<file path="src/rtl/mem_arb_pkg.sv">
// Shared types and constants for the two-port round-robin memory arbiter.
package mem_arb_pkg;

  localparam int DATA_WIDTH_DEF = 8;
  localparam int ADDR_WIDTH_DEF = 8;
  localparam int HOLD_CNT_W     = 4;

  typedef enum logic [1:0] {
    IDLE  = 2'd0,
    OWN_A = 2'd1,
    OWN_B = 2'd2
  } state_e;

endpackage

</file>
<file path="src/rtl/mem_arb_sel.sv">
// Ownership FSM: round-robin pointer plus hold counter that bounds one side's
// tenure while the other side is waiting.
module mem_arb_sel
  import mem_arb_pkg::*;
#(
  parameter int MAX_HOLD = 4
) (
  input  logic clk,
  input  logic rst_n,
  input  logic a_req,
  input  logic b_req,
  input  logic a_acc,
  input  logic b_acc,
  output logic a_gnt,
  output logic b_gnt
);

  localparam logic [HOLD_CNT_W-1:0] HOLD_LAST = HOLD_CNT_W'(MAX_HOLD - 1);
  localparam logic [HOLD_CNT_W-1:0] HOLD_ONE  = HOLD_CNT_W'(1);

  state_e                r_state, w_state_nxt;
  logic                  r_prio_b, w_prio_b_nxt;
  logic [HOLD_CNT_W-1:0] r_hold, w_hold_nxt;

  // Next-state, priority and hold-count decision.
  always_comb begin
    w_state_nxt  = r_state;
    w_prio_b_nxt = r_prio_b;
    w_hold_nxt   = r_hold;
    case (r_state)
      IDLE: begin
        if (a_req && b_req) w_state_nxt = r_prio_b ? OWN_B : OWN_A;
        else if (a_req)     w_state_nxt = OWN_A;
        else if (b_req)     w_state_nxt = OWN_B;
        else                w_state_nxt = IDLE;
      end
      OWN_A: begin
        if (!a_req)      w_state_nxt = b_req ? OWN_B : IDLE;
        else if (!b_req) w_hold_nxt = '0;
        else if (a_acc) begin
          // The MAX_HOLD-th accept is also the handover edge, so no cycle is idle.
          if (r_hold == HOLD_LAST) w_state_nxt = OWN_B;
          else                     w_hold_nxt  = r_hold + HOLD_ONE;
        end else begin
          w_hold_nxt = r_hold;
        end
      end
      OWN_B: begin
        if (!b_req)      w_state_nxt = a_req ? OWN_A : IDLE;
        else if (!a_req) w_hold_nxt = '0;
        else if (b_acc) begin
          if (r_hold == HOLD_LAST) w_state_nxt = OWN_A;
          else                     w_hold_nxt  = r_hold + HOLD_ONE;
        end else begin
          w_hold_nxt = r_hold;
        end
      end
      default: w_state_nxt = IDLE;
    endcase
    if (w_state_nxt != r_state) begin
      w_hold_nxt = '0;
      if (w_state_nxt == OWN_A)      w_prio_b_nxt = 1'b1;
      else if (w_state_nxt == OWN_B) w_prio_b_nxt = 1'b0;
      else                           w_prio_b_nxt = r_prio_b;
    end else begin
      w_prio_b_nxt = r_prio_b;
    end
  end

  // State, pointer and counter registers.
  always_ff @(posedge clk or negedge rst_n) begin
    if (!rst_n) begin
      r_state  <= IDLE;
      r_prio_b <= 1'b0;
      r_hold   <= '0;
    end else begin
      r_state  <= w_state_nxt;
      r_prio_b <= w_prio_b_nxt;
      r_hold   <= w_hold_nxt;
    end
  end

  assign a_gnt = (r_state == OWN_A);
  assign b_gnt = (r_state == OWN_B);

endmodule

</file>
<file path="src/rtl/mem_arbiter.sv">
// Two-requester round-robin front end for a sync-write / async-read memory.
// Optional MEM_ARB_STATS_EN adds per-requester accepted-command counters.
module mem_arbiter
  import mem_arb_pkg::*;
#(
  parameter int DATA_WIDTH = DATA_WIDTH_DEF,
  parameter int ADDR_WIDTH = ADDR_WIDTH_DEF,
  parameter int MAX_HOLD   = 4
) (
  input  logic                  clk,
  input  logic                  rst_n,
  input  logic                  a_req,
  input  logic                  a_we,
  input  logic [ADDR_WIDTH-1:0] a_addr,
  input  logic [DATA_WIDTH-1:0] a_wdata,
  output logic                  a_gnt,
  output logic [DATA_WIDTH-1:0] a_rdata,
  output logic                  a_rvalid,
  input  logic                  b_req,
  input  logic                  b_we,
  input  logic [ADDR_WIDTH-1:0] b_addr,
  input  logic [DATA_WIDTH-1:0] b_wdata,
  output logic                  b_gnt,
  output logic [DATA_WIDTH-1:0] b_rdata,
  output logic                  b_rvalid,
  output logic                  mem_write_enable,
  output logic [ADDR_WIDTH-1:0] mem_wr_addr,
  output logic [DATA_WIDTH-1:0] mem_data_in,
  output logic [ADDR_WIDTH-1:0] mem_rd_add,
  input  logic [DATA_WIDTH-1:0] mem_data_out
`ifdef MEM_ARB_STATS_EN
  ,
  input  logic                  stats_clr,
  output logic [15:0]           a_count,
  output logic [15:0]           b_count
`endif
);

  logic                  w_a_acc, w_b_acc, w_acc, w_we, w_wr;
  logic [ADDR_WIDTH-1:0] w_addr;
  logic [DATA_WIDTH-1:0] w_wdata;

  logic                  r_we;
  logic [ADDR_WIDTH-1:0] r_wr_addr, r_rd_add;
  logic [DATA_WIDTH-1:0] r_wdata, r_a_rdata, r_b_rdata;
  logic                  r_rpend_a, r_rpend_b, r_a_rvalid, r_b_rvalid;

  assign w_a_acc = a_req && a_gnt;
  assign w_b_acc = b_req && b_gnt;
  assign w_acc   = w_a_acc || w_b_acc;
  assign w_we    = w_a_acc ? a_we    : b_we;
  assign w_addr  = w_a_acc ? a_addr  : b_addr;
  assign w_wdata = w_a_acc ? a_wdata : b_wdata;
  assign w_wr    = w_acc && w_we;

  mem_arb_sel #(.MAX_HOLD(MAX_HOLD)) u_sel (
    .clk   (clk),
    .rst_n (rst_n),
    .a_req (a_req),
    .b_req (b_req),
    .a_acc (w_a_acc),
    .b_acc (w_b_acc),
    .a_gnt (a_gnt),
    .b_gnt (b_gnt)
  );

  // Write port: one-cycle pulse, address/data zeroed when idle.
  always_ff @(posedge clk or negedge rst_n) begin
    if (!rst_n) begin
      r_we      <= 1'b0;
      r_wr_addr <= '0;
      r_wdata   <= '0;
    end else begin
      r_we      <= w_wr;
      r_wr_addr <= w_wr ? w_addr  : '0;
      r_wdata   <= w_wr ? w_wdata : '0;
    end
  end

  // Read address stage then data capture; memory output is sampled one cycle after accept.
  always_ff @(posedge clk or negedge rst_n) begin
    if (!rst_n) begin
      r_rd_add   <= '0;
      r_rpend_a  <= 1'b0;
      r_rpend_b  <= 1'b0;
      r_a_rvalid <= 1'b0;
      r_b_rvalid <= 1'b0;
      r_a_rdata  <= '0;
      r_b_rdata  <= '0;
    end else begin
      if (w_acc && !w_we) r_rd_add <= w_addr;
      r_rpend_a  <= w_a_acc && !a_we;
      r_rpend_b  <= w_b_acc && !b_we;
      r_a_rvalid <= r_rpend_a;
      r_b_rvalid <= r_rpend_b;
      if (r_rpend_a) r_a_rdata <= mem_data_out;
      if (r_rpend_b) r_b_rdata <= mem_data_out;
    end
  end

  assign mem_write_enable = r_we;
  assign mem_wr_addr      = r_wr_addr;
  assign mem_data_in      = r_wdata;
  assign mem_rd_add       = r_rd_add;
  assign a_rdata          = r_a_rdata;
  assign b_rdata          = r_b_rdata;
  assign a_rvalid         = r_a_rvalid;
  assign b_rvalid         = r_b_rvalid;

`ifdef MEM_ARB_STATS_EN
  logic [15:0] r_a_count, r_b_count;

  // Saturating accept counters; clear wins over increment.
  always_ff @(posedge clk or negedge rst_n) begin
    if (!rst_n) begin
      r_a_count <= 16'h0000;
      r_b_count <= 16'h0000;
    end else if (stats_clr) begin
      r_a_count <= 16'h0000;
      r_b_count <= 16'h0000;
    end else begin
      if (w_a_acc && (r_a_count != 16'hFFFF)) r_a_count <= r_a_count + 16'h0001;
      if (w_b_acc && (r_b_count != 16'hFFFF)) r_b_count <= r_b_count + 16'h0001;
    end
  end

  assign a_count = r_a_count;
  assign b_count = r_b_count;
`endif

endmodule

</file>
<file path="config.mk">
export PLATFORM = sky130hd
export DESIGN_NAME = mem_arbiter
export DESIGN_NICKNAME = d
export VERILOG_FILES = /design/src/rtl/mem_arb_pkg.sv /design/src/rtl/mem_arb_sel.sv /design/src/rtl/mem_arbiter.sv
export SDC_FILE = /design/constraint.sdc
export NUM_CORES = 1
export LEC_CHECK = 0
export CORE_MARGIN = 2
export CORE_UTILIZATION = 44
export CTS_CLUSTER_DIAMETER = 100
export CTS_CLUSTER_SIZE = 14
export DETAILED_ROUTE_END_ITERATION = 10
export GPL_ROUTABILITY_DRIVEN = 0
export PLACE_DENSITY = 0.83
export SYNTH_ARGS = -nofsm -noshare
export SYNTH_HDL_FRONTEND = slang
export SYNTH_SLANG_ARGS = --single-unit
</file>
<file path="constraint.sdc">
create_clock -name clk -period 3.6 [get_ports clk]
set_input_delay 0.54 -clock clk [delete_from_list [all_inputs] [get_ports clk]]
set_output_delay 0.54 -clock clk [all_outputs]
set_load 0.05 [all_outputs]
</file>
==> qor.yml <==
synthesis:
  synthArstFlopShare: 1.00
  synth_top_cell_area_share: 0.549
  ys_types: 39
  yosysWarnings: 0
  post-synth-top-count-cell: "dfrtp_1"
  yosys-top-cells-area: "dfrtp_1 55%, mux2_2 8.6%, a21oi_1 4.4%, nand2_1 4.3%, mux2i_1 3.4%"
  yosys-top-cells-count: "52 x dfrtp_1, 27 x nand2_1, 21 x a21oi_1, 21 x nor2_1, 18 x mux2_2"
  synthesis.area_mm2: 0.00237
  syn_nets: 262
  synthFlopType: "dfrtp_1"
  synth_edf_count: 0
  synth-seq-area-share: 0.549
  synth_area_leader_cell: "dfrtp_1"
  syn_avg_cell_area_um2: 11.3
  synth_seq_cells: 52
  syn-instance-count: 210
cts:
  post-cts-setup-buffers: 0
  ctsHoldBuffers: 0
  cts_sinks: 52
  clock_path_buffers: 2
  cts-htree-levels: 2
  cts_tree: "built"
  clockRootBuffer: "clkbuf_8"
  clkLatencyLatePin_ns: 0.30
  numCtsBuffers: 5
  clk_transition_reported_paths_ns: 0.10
  ctsResizeCount: 0
floorplan:
  die_area_mm2: 0.00599
  core-area_mm2: 0.00514
  io_pins: 91
  num_rows: 26
  start_util: 0.461
  die_h_um: 77.4
  die_w_um: 77.4
worst_setup_path:
  path_max_fanout: 9
  crit_path_start_kind: "flip-flop"
  critical_path.endpoint_type: "flip-flop"
  worstSetupPathType: "flip-flop to flip-flop"
  arrival_ns: 3.43
  crit_required_ns: 3.78
timing:
  min_period_over_period: 0.903
  grt_setup_unrepaired: "false"
  slew_viol_final: 0
  worst_pin_slew_ns: 0.538
  slew_headroom: 0.640
  fin_worst_skew_ns: 0.0115
  hold_viol_final: 0
  setup_tns_ns: 0
  max_freq_mhz: 308
  worst_slack_ns: 0.349
  setup_violations: 0
  period_needed_ns: 3.25
routing:
  wl_per_cell_um: 14.8
  drc: 0
  routed_wl_um: 5510
  routed_via_density: 5.11
  first_iter_violations: 109
  firstDrtPassIters: 5
  num_vias: 1902
  ant_nets: 0
status:
  status: "finished clean"
global_routing:
  antenna_found_initial: 0
  grt_pass1_vias: 1996
  grt_max_degree: 33
  grt_pass1_wl_um: 9270
  grt_usage: 0.195
  grt-ovfl-total: 0
cells_and_area:
  insertedDiodeCount: 0
  drive_gt1_frac: 0.132
  fill_cells: 426
  layoutNonFillerInstCount: 372
  finalNetCount: 353
  fin_util: 0.674
  syn_to_final_growth_pct: 46.2
pwr:
  worst_ir_drop_vdd_mv: 0.439
  leakage_uw: 0.00154
  pwr_density_cell_mw_per_mm2: 877
  p_total_uw: 3040
place:
  dp.cells: 364
  pre_cts_ws_ns: 0.148
  port_buffers: 90
  dp_hpwl_um: 4240
run:
  max_cap_violations: 0
min_path:
  hold_path.class: "input port to asynchronous set/reset pin"
## layer usage
layer  GRT usage  vias up  part of all wire  routed length [µm]
met5           0        -                 0                   0
met1       0.229      914              0.39                2150
li1            -      904                 -                   -
met3      0.0442        4             0.069                 383
met4      0.0589        0            0.0096                  53
met2       0.356       80              0.53                2930
## per-stage QoR
stage / cell area, µm² / hold WS [ns]
2_1_floorplan: 2370 / 0.244
3_3_place_gp: 3320 / 0.475
3_5_place_dp: 3320 / 0.479
4_1_cts: 3460 / 0.185
5_1_grt: 3460 / 0.198
6_report: 3460 / 0.177
## cell families (layout without fill, tap and decap cells)
group,count (synthesis),count (layout),synth area share
flops,52,52,0.549
compound gates,38,38,0.112
fa+ha+maj,6,6,0.0317
xor+xnor,3,3,0.0111
mux,27,27,0.124
simple gates,66,66,0.135
buf+inv,18,110,0.0370
## registers in the layout (all words and copies together) (netlist names), 2 cells and up
signal,count
a_rdata,8
b_rdata,8
mem_data_in,8
mem_rd_add,8
mem_wr_addr,8
u_sel.r_hold,4
u_sel.r_state,2
## report_power, final
part	switching [µW]	leakage [µW]	internal (µW)	total (µW)
Sequential	113	0.000665	765	878
Clock	191	0.0000687	280	471
Combinational	1060	0.000811	632	1690
Total	1360	0.00154	1680	3040
## worst max-delay path: stages, from the launching register on
cell and delay, ns:
dfrtp_1 0.46, inv_1 0.16, ha_1 0.35, or2_0 0.26
a32oi_1 0.28, and3_4 0.25, nor2_1 0.05, ha_1 0.34
or3_1 0.31, a31o_1 0.19, o2111a_1 0.11, nand2_1 0.06
mux2_1 0.31
## area by class of cell
| cell class | count | area [µm²] | area share |
|---|---|---|---|
| sequential | 52 | 1300 | 0.376 |
| multi-input combinational | 140 | 980 | 0.283 |
| timing repair buffer | 94 | 926 | 0.267 |
| tap | 70 | 87.6 | 0.0253 |
| clock buffer | 5 | 68.8 | 0.0199 |
| clock inverter | 3 | 68.8 | 0.0199 |
| inverter | 8 | 30.0 | 0.00867 |
## placed cells by master (no fill, tap or decap), types with 2 or more instances in the layout
| master | synthesis | layout |
|---|---|---|
| nor3_1 | 2 | 2 |
| ha_1 | 6 | 6 |
| and2b_1 | 2 | 2 |
| nor2_1 | 21 | 21 |
| o211ai_1 | 3 | 3 |
| dfrtp_1 | 52 | 52 |
| a21oi_1 | 21 | 21 |
| bufinv_16 | 0 | 2 |
| mux2_2 | 18 | 18 |
| nand3_1 | 2 | 2 |
| buf_4 | 0 | 4 |
| xnor2_1 | 3 | 3 |
| clkbuf_8 | 0 | 5 |
| o221ai_2 | 2 | 2 |
| nand2b_1 | 2 | 2 |
| a21o_1 | 2 | 2 |
| inv_1 | 8 | 8 |
| mux2i_1 | 8 | 8 |
| nand2_1 | 27 | 27 |
| clkdlybuf4s50_1 | 0 | 89 |
| nand4_1 | 2 | 2 |
## final timing paths
path                                          to  slack (ns)  cells after the start             start
worst max-delay path              u_sel.r_prio_b        0.35                     12  u_sel.r_state[0]
worst min-delay path                  a_rdata[5]        0.18                      1             rst_n
worst max register to register    u_sel.r_prio_b        0.35                     12  u_sel.r_state[0]
worst min register to register    u_sel.r_prio_b        0.49                      1    u_sel.r_prio_b
max in group asynchronous       u_sel.r_state[0]        2.66                      2             rst_n
min in group clk                  u_sel.r_prio_b        0.49                      1    u_sel.r_prio_b
(Power assumes the default switching activity.)
